## config.mk

```make
export PLATFORM = sky130hd
export DESIGN_NAME = unified_mem_arbiter
export DESIGN_NICKNAME = d
export VERILOG_FILES = /design/src/rtl/riscv_mem_pkg.sv /design/src/rtl/arb_sat_counter.sv /design/src/rtl/unified_mem_arbiter.sv
export SDC_FILE = /design/constraint.sdc
export NUM_CORES = 1
export LEC_CHECK = 0
export ABC_AREA = 0
export BUFFER_PORTS_ARGS = -buffer_cell sky130_fd_sc_hd__buf_2
export CAP_MARGIN = 20
export CORE_MARGIN = 4
export CORE_UTILIZATION = 39
export CTS_BUF_LIST = sky130_fd_sc_hd__clkbuf_4 sky130_fd_sc_hd__clkbuf_8 sky130_fd_sc_hd__clkbuf_16
export DETAILED_ROUTE_END_ITERATION = 6
export PLACE_DENSITY = 0.77
export REMOVE_ABC_BUFFERS = 1
export SYNTH_ARGS = -nofsm -noshare
export SYNTH_HDL_FRONTEND = slang
export SYNTH_HIERARCHICAL = 1
export SYNTH_SLANG_ARGS = --single-unit
```

## constraint.sdc

```tcl
create_clock -name clk -period 1.95 [get_ports clk]
set_input_delay 0.0975 -clock clk [delete_from_list [all_inputs] [get_ports clk]]
set_output_delay 0.0975 -clock clk [all_outputs]
set_load 0.02 [all_outputs]
```

## src/rtl/riscv_mem_pkg.sv

```systemverilog
// Shared definitions for the unified instruction/data memory path:
// access-size encodings, arbiter state encoding and memory map constants.
package riscv_mem_pkg;

    localparam logic [2:0] F3_B  = 3'b000;
    localparam logic [2:0] F3_H  = 3'b001;
    localparam logic [2:0] F3_W  = 3'b010;
    localparam logic [2:0] F3_BU = 3'b100;
    localparam logic [2:0] F3_HU = 3'b101;

    localparam int DATA_REGION_OFFSET = 2048;

    localparam int STARVE_W = 4;
    localparam int PERF_W   = 16;

    typedef enum logic [1:0] {
        S_IDLE  = 2'd0,
        S_FETCH = 2'd1,
        S_DATA  = 2'd2
    } arb_state_t;

    // A simultaneous read+write request is executed as a store.
    function automatic logic is_load(input logic rd, input logic wr);
        return rd & ~wr;
    endfunction

endpackage

```

## src/rtl/arb_sat_counter.sv

```systemverilog
// Saturating up-counter with synchronous clear; used for the fetch
// starvation counter and the optional stall performance counters.
module arb_sat_counter #(
    parameter int                 WIDTH = 4,
    parameter logic [WIDTH-1:0]   MAX   = {WIDTH{1'b1}}
) (
    input  logic             clk,
    input  logic             rst,
    input  logic             clr,
    input  logic             inc,
    output logic [WIDTH-1:0] cnt
);

    // NOTE: sequential state is always assigned with <= so every flop samples
    // pre-edge values regardless of the order in which processes evaluate.
    always_ff @(posedge clk) begin
        if (rst) begin
            cnt <= '0;
        end else if (clr) begin
            cnt <= '0;
        end else if (inc && (cnt != MAX)) begin
            cnt <= cnt + 1'b1;
        end
    end

endmodule

```

## src/rtl/unified_mem_arbiter.sv

```systemverilog
// Arbiter for the single-ported unified memory shared by fetch and load/store.
// Optional stall perf counters are built when ARB_PERF_CNT_EN is defined.
module unified_mem_arbiter
    import riscv_mem_pkg::*;
#(
    parameter int ADDR_W     = 8,
    parameter int DATA_W     = 32,
    parameter int STARVE_MAX = 3
) (
    input  logic              clk,
    input  logic              rst,

    input  logic              if_req,
    input  logic [ADDR_W-1:0] if_addr,
    output logic              if_gnt,
    output logic              if_stall,
    output logic              if_valid,
    output logic [DATA_W-1:0] if_rdata,

    input  logic              d_read,
    input  logic              d_write,
    input  logic [ADDR_W-1:0] d_addr,
    input  logic [DATA_W-1:0] d_wdata,
    input  logic [2:0]        d_func3,
    output logic              d_gnt,
    output logic              d_stall,
    output logic              d_valid,
    output logic [DATA_W-1:0] d_rdata,
    output logic              d_err,

    output logic              mem_read,
    output logic              mem_write,
    output logic [ADDR_W-1:0] mem_addr,
    output logic [DATA_W-1:0] mem_wdata,
    output logic [2:0]        mem_func3,
    input  logic [DATA_W-1:0] mem_rdata,

    output logic [15:0]       fetch_stall_cnt,
    output logic [15:0]       data_stall_cnt
);

    localparam logic [STARVE_W-1:0] STARVE_LIMIT = STARVE_W'(STARVE_MAX);

    logic                d_any;
    logic                force_if;
    logic [STARVE_W-1:0] starve_cnt;
    arb_state_t          state;
    arb_state_t          state_next;

    // ------------------------------------------------------------------
    // Arbitration: data wins unless fetch has been denied STARVE_MAX times.
    // ------------------------------------------------------------------
    assign d_any    = d_read | d_write;
    assign force_if = if_req & (starve_cnt == STARVE_LIMIT);
    assign d_gnt    = d_any & ~force_if;
    assign if_gnt   = if_req & ~d_gnt;
    assign if_stall = if_req & ~if_gnt;
    assign d_stall  = d_any & ~d_gnt;

    arb_sat_counter #(
        .WIDTH (STARVE_W),
        .MAX   (STARVE_LIMIT)
    ) u_starve_cnt (
        .clk (clk),
        .rst (rst),
        .clr (if_gnt | ~if_req),
        .inc (if_stall),
        .cnt (starve_cnt)
    );

    // ------------------------------------------------------------------
    // Owner FSM: records who held the memory in the previous cycle.
    // ------------------------------------------------------------------
    always_ff @(posedge clk) begin
        if (rst) begin
            state <= S_IDLE;
        end else begin
            state <= state_next;
        end
    end

    always_comb begin
        // NOTE: every combinationally assigned signal gets a default first so
        // no path through the block leaves it unassigned and infers a latch.
        state_next = S_IDLE;
        if (d_gnt) begin
            state_next = S_DATA;
        end else if (if_gnt) begin
            state_next = S_FETCH;
        end
    end

    // ------------------------------------------------------------------
    // Memory drive from the current owner.
    // ------------------------------------------------------------------
    always_comb begin
        mem_read  = 1'b0;
        mem_write = 1'b0;
        mem_addr  = '0;
        mem_wdata = '0;
        mem_func3 = 3'b000;
        if (d_gnt) begin
            mem_read  = is_load(d_read, d_write);
            mem_write = d_write;
            mem_addr  = d_addr;
            mem_wdata = d_wdata;
            mem_func3 = d_func3;
        end else if (if_gnt) begin
            mem_addr  = if_addr;
            mem_func3 = F3_W;
        end
    end

    // ------------------------------------------------------------------
    // Registered responses; a response due while rst is sampled is dropped.
    // ------------------------------------------------------------------
    assign if_valid = (state == S_FETCH);

    always_ff @(posedge clk) begin
        if (rst) begin
            if_rdata <= '0;
            d_rdata  <= '0;
            d_valid  <= 1'b0;
            d_err    <= 1'b0;
        end else begin
            if (if_gnt) begin
                if_rdata <= mem_rdata;
            end
            d_valid <= d_gnt & is_load(d_read, d_write);
            if (d_gnt && is_load(d_read, d_write)) begin
                d_rdata <= mem_rdata;
            end
            d_err <= d_gnt & d_read & d_write;
        end
    end

    // ------------------------------------------------------------------
    // Optional stall performance counters.
    // ------------------------------------------------------------------
`ifdef ARB_PERF_CNT_EN
    arb_sat_counter #(
        .WIDTH (PERF_W),
        .MAX   ({PERF_W{1'b1}})
    ) u_fetch_stall_cnt (
        .clk (clk),
        .rst (rst),
        .clr (1'b0),
        .inc (if_stall),
        .cnt (fetch_stall_cnt)
    );

    arb_sat_counter #(
        .WIDTH (PERF_W),
        .MAX   ({PERF_W{1'b1}})
    ) u_data_stall_cnt (
        .clk (clk),
        .rst (rst),
        .clr (1'b0),
        .inc (d_stall),
        .cnt (data_stall_cnt)
    );
`else
    assign fetch_stall_cnt = 16'h0000;
    assign data_stall_cnt  = 16'h0000;
`endif

endmodule
```

=== After elaboration in Yosys (flattened, before gate mapping) ===
Index checks and enable logic that the tools add are counted.

* Input bits: 88
* Register bits after elaboration: 72
* Word-level logic and storage cells: 40
* Output and inout port bits: 148

* Add/subtract/negate cells: 1
* Bitwise gates (word level): 16
* Equal/unequal tests: 3
* Reduce and logical (&&, ||, !) cells: 4
* Muxes and demuxes: 9

{| class="wikitable"
|+ Operators with widths
! cell !! count
|-
| 2-to-1 mux 32 bit || 1
|-
| 2-to-1 mux 8 bit || 2
|-
| bitwise AND 1 bit || 9
|-
| NOT 1 bit || 5
|-
| adder 4 x 1 -> 4 bit (second input constant) || 1
|-
| equality test 4 x 2 -> 1 bit (second input constant) || 1
|-
| 2-to-1 mux 2 bit || 2
|-
| != test 4 x 2 -> 1 bit (second input constant) || 1
|-
| OR reduction 2 bit || 2
|-
| 2-to-1 mux 1 bit || 3
|-
| 2-to-1 mux 3 bit || 1
|-
| equality test 2 x 1 -> 1 bit (second input constant) || 1
|-
| logical AND 1 bit || 2
|-
| OR 1 bit || 2
|}

=== Longest topological paths before layout ===
* Depth in word-level cells: 9
* Gate-level depth with buffers: 7
* Mapped depth without buffers: 6

=== Cells and area by module ===
The synthesis kept the hierarchy.

{| class="wikitable"
|+ Modules (own cells, without submodules)
! module !! area each (µm²) !! sequential area each (µm²) !! instances !! cells each
|-
| unified_mem_arbiter || 3,489.6 || 1,361.3 || 1 || 362
|-
| arb_sat_counter || 207.7 || 80.1 || 1 || 21
|}

=== Least setup slack after synthesis ===
Ideal clock, no wire load.

* Path type: register to register
* Start: reg u_starve_cnt.cnt[2]
* End: reg u_starve_cnt.cnt[0]
* Path slack: -53 ps
* Stages on the path, launching flop included: 7
* Data arrival time: 1,931 ps
* Path buffers: 1
* Period minus slack after synthesis: 2,003 ps
* Cells stage by stage: dfxtp_1 > and4bb_4 > a21oi_4 > clkbuf_1 > nand2_1 > or3_1 > mux2i_1

* Cells in the longest elaborated chain, start to end: 9
* Elaborated cells on any way between the ends: 12
* Those cells by class: 2 x eq/ne; 8 x bitwise; 2 x reduce/logical

{| class="wikitable"
|+ RTL lines
! what !! line !! RTL
|-
| start, declared || arb_sat_counter.sv:11 || <nowiki>output logic [WIDTH-1:0] cnt</nowiki>
|-
| start signal, assigned || arb_sat_counter.sv:22 || <nowiki>cnt <= cnt + 1'b1;</nowiki>
|-
| equality test 4 x 2 -> 1 bit * || unified_mem_arbiter.sv:54 || <nowiki>assign force_if = if_req & (starve_cnt == STARVE_LIMIT);</nowiki>
|-
| bitwise AND 1 bit * || unified_mem_arbiter.sv:54 ||
|-
| NOT 1 bit * || unified_mem_arbiter.sv:55 || <nowiki>assign d_gnt = d_any & ~force_if;</nowiki>
|-
| bitwise AND 1 bit * || unified_mem_arbiter.sv:55 ||
|-
| named net d_gnt || unified_mem_arbiter.sv:25 || <nowiki>output logic d_gnt,</nowiki>
|-
| NOT 1 bit * || unified_mem_arbiter.sv:56 || <nowiki>assign if_gnt = if_req & ~d_gnt;</nowiki>
|-
| bitwise AND 1 bit * || unified_mem_arbiter.sv:56 ||
|-
| NOT 1 bit || unified_mem_arbiter.sv:57 || <nowiki>assign if_stall = if_req & ~if_gnt;</nowiki>
|-
| bitwise AND 1 bit || unified_mem_arbiter.sv:57 ||
|-
| logical AND 1 bit || arb_sat_counter.sv:21 || <nowiki>end else if (inc && (cnt != MAX)) begin</nowiki>
|}

Mark *: on every way through the listed nets, which the timed path passes. The rest lies on a longest branch.
A chain may end at the register's enable or synchronous reset.

=== Worst setup path in the final report ===
* Start: reg u_starve_cnt.cnt[2]
* End: out mem_read

* Cells in the longest elaborated chain, start to end: 5

{| class="wikitable"
|+ RTL lines
! what !! line !! RTL
|-
| equality test 4 x 2 -> 1 bit || unified_mem_arbiter.sv:54 ||
|-
| bitwise AND 1 bit || unified_mem_arbiter.sv:54 ||
|-
| NOT 1 bit || unified_mem_arbiter.sv:55 ||
|-
| bitwise AND 1 bit || unified_mem_arbiter.sv:55 ||
|-
| 2-to-1 mux 1 bit || unified_mem_arbiter.sv:102 || <nowiki>if (d_gnt) begin</nowiki>
|-
| end, declared || unified_mem_arbiter.sv:31 || <nowiki>output logic mem_read,</nowiki>
|}

No other way between the ends.

==> metrics.yaml <==
die:
  row_count: 35
  die_area_um2: 11100
  boundaryPins: 236
  die_w_um: 105.4
  die_h_um: 105.4
  coreArea_um2: 9240
  start_util: 0.4001
routing:
  viasPerCell: 4.397
  drc: 0
  vias: 3148
  wl_per_cell_um: 14.35
  wirelength_mm: 10.28
  ant_nets: 0
  drt_first_pass_iters: 4
  drt_iter0_markers: 62
finish:
  layout-drive-gt1-share: 0.4020
  finalNetCount: 671
  final_common_cell: "buf_2"
  syn_to_final_growth_pct: 33.54
  antenna_cells: 0
  finalInstanceArea_um2: 4937
  layout_common_cells: "buf_2, nand2b_1, mux2i_1, dfxtp_1, and2_1"
clock_network:
  cts_inserted_buffers: 9
  htree_levels: 3
  clkLatencyLatePin_ns: 0.34
  path_clk_slew_ns: 0.08
  cts.path.max_buffers: 2
  cts.sinks: 72
  tritoncts: "built"
  cts-root-buf: "clkbuf_8"
global_routing:
  grt_remaining_overflow: 0
  grt_pass1_vias: 3231
  antenna_found_initial: 0
  grt_max_degree: 49
  grt_util_all_layers: 0.1797
  grt_pass1_wl_mm: 16.19
power_and_ir_drop:
  p_per_area_nw_per_um2: 682.0
  vdd_drop_max_v: 0.0004732
  p_leak_nw: 2.682
hold_path:
  min_from: "mem_rdata[27]"
  min_to: "if_rdata[27]"
  min_path_type: "primary input to flip-flop"
  worstHoldPathCells: 3
sta:
  holdWs_ns: 0.03559
  skew_ns: 0.01555
  fin_ws_ns: 0.07206
  period_minus_slack_ns: 1.878
  finalMaxSlewViolations: 0
  max_slew.worst_pin.slew_ns: 0.5920
  hold_viol: 0
  slew_headroom: 0.6053
  rsz0062_at_grt: "yes"
  min_period_over_period: 0.9630
  setup_viol: 0
  fmax_ghz: 0.5325
critical_path:
  r2r_start: "u_starve_cnt/cnt[2]"
  crit_type: "flip-flop to primary output"
  cp.arrival_ns: 1.78
  critPathRequiredTime_ns: 1.85
  path_max_fanout: 14
  rrSetupSlack_ns: 0.33
  start_kind: "flip-flop"
  worst-r2r-cell-count: 6
  end_kind: "primary output"
  reg2reg_to: "u_starve_cnt/cnt[2]"
yosys:
  avgSynthCellArea_um2: 9.654
  synth-edff-count: 0
  syn-instance-count: 383
  ys.flop_type: "dfxtp_1"
  synth-seq-cells: 72
  yosysSeqAreaShare: 0.3898
  ys_types: 31
  yosysWarnings: 6
  synthArstFlopShare: 0
  netlist_area_um2: 3697
placement:
  post_dp_cell_area_um2: 4687
  io_buffers: 203
  globalplace.congestion: 0.8911
  pre_cts_slack_ns: 0.2890
  dp.final_hpwl_mm: 8.009
job:
  drv_cap: 0
outcome:
  status: "finished, final reports clean"
==> what timing repair did <==
item,CTS,global route
cloned,1,0
gates resized for setup,5,7
setup buffers,0,0
hold endpoints to repair,1,0
hold buffers,1,0
setup endpoints to repair,10,8
==> how the worst max path moves through the flow <==
stage / startpoint / end / slack, ns / cells past startpoint
4_1_cts: u_starve_cnt/cnt[2] / mem_read / 0.02 / 4
6_report: u_starve_cnt/cnt[2] / mem_read / 0.07 / 4
3_5_place_dp: u_starve_cnt/cnt[2] / mem_addr[4] / 0.29 / 5
2_1_floorplan: u_starve_cnt/cnt[2] / mem_func3[1] / -1.84 / 3
5_1_grt: u_starve_cnt/cnt[2] / mem_wdata[0] / -0.02 / 5
3_3_place_gp: u_starve_cnt/cnt[2] / mem_read / 0.34 / 4
==> cell families after synthesis <==
kind of cell / after synthesis / synth area share
and+or+nand+nor: 161 / 0.2657
muxes: 74 / 0.2003
DFF: 72 / 0.3898
buffers and inverters: 67 / 0.1201
AOI/OAI and AO/OA: 6 / 0.01726
adders and majority gates: 1 / 0.003384
other: 1 / 0.001014
xor gates and xnor gates: 1 / 0.002369
==> layer usage <==
metal  vias up  GRT usage  routed length, um
met3         4    0.05879                883
met4         0    0.04217                 56
met1      1444     0.1913               3984
met2       139     0.3397               5352
li1       1561          -                  -
met5         -          0                  0
==> cells in the mapped netlist, drive strengths merged, types with 2 or more instances <==
master,n,area (um2)
nor2b,3,18.77
nand2,14,52.55
nand2b,96,600.6
nor2,3,11.26
inv,12,57.56
dfxtp,72,1441
and2,36,225.2
buf,40,330.3
mux2i,74,740.7
nor3,3,20.02
clkbuf,15,56.30
a21oi,2,21.27
==> report_power, final <==
part           internal (mW)  total, mW  switching (mW)
clock network          0.498       1.06           0.564
registers               1.53       1.56          0.0311
logic                  0.299      0.742           0.443
==> flip-flops by register name, indices dropped and copies added, names as in the netlist <==
name              count
if_rdata             32
d_valid               1
u_starve_cnt/cnt      4
state                 2
d_err                 1
d_rdata              32
==> layout make-up <==
type,count,area [um2]
Clock buffer,10,137.6
Multi-Input combinational cell,275,1942
Sequential cell,72,1444
Tap cell,129,161.4
Clock inverter,6,42.54
Timing Repair inverter,1,8.758
Timing Repair Buffer,211,1130
Fill cell,843,4303
Inverter,12,71.32
==> through the flow <==
stage / utilization / total power, mW / TNS [ns] / std cells
2_1_floorplan: - / 2.029 / -55.66 / 359
3_3_place_gp: 0.5072 / 2.312 / 0 / 698
3_5_place_dp: 0.5072 / 2.324 / 0 / 698
4_1_cts: 0.5319 / 3.424 / 0 / 716
5_1_grt: 0.5343 / 3.549 / -0.02952 / 716
6_report: 0.5343 / 3.367 / 0 / 716
==> worst max-delay path, cell delays in order (launching register included) <==
cell and delay, ns:
dfxtp_2 0.38, and4bb_4 0.27, a211o_4 0.38, bufinv_16 0.26, buf_4 0.16
Power figures use the tool's default switching activity.
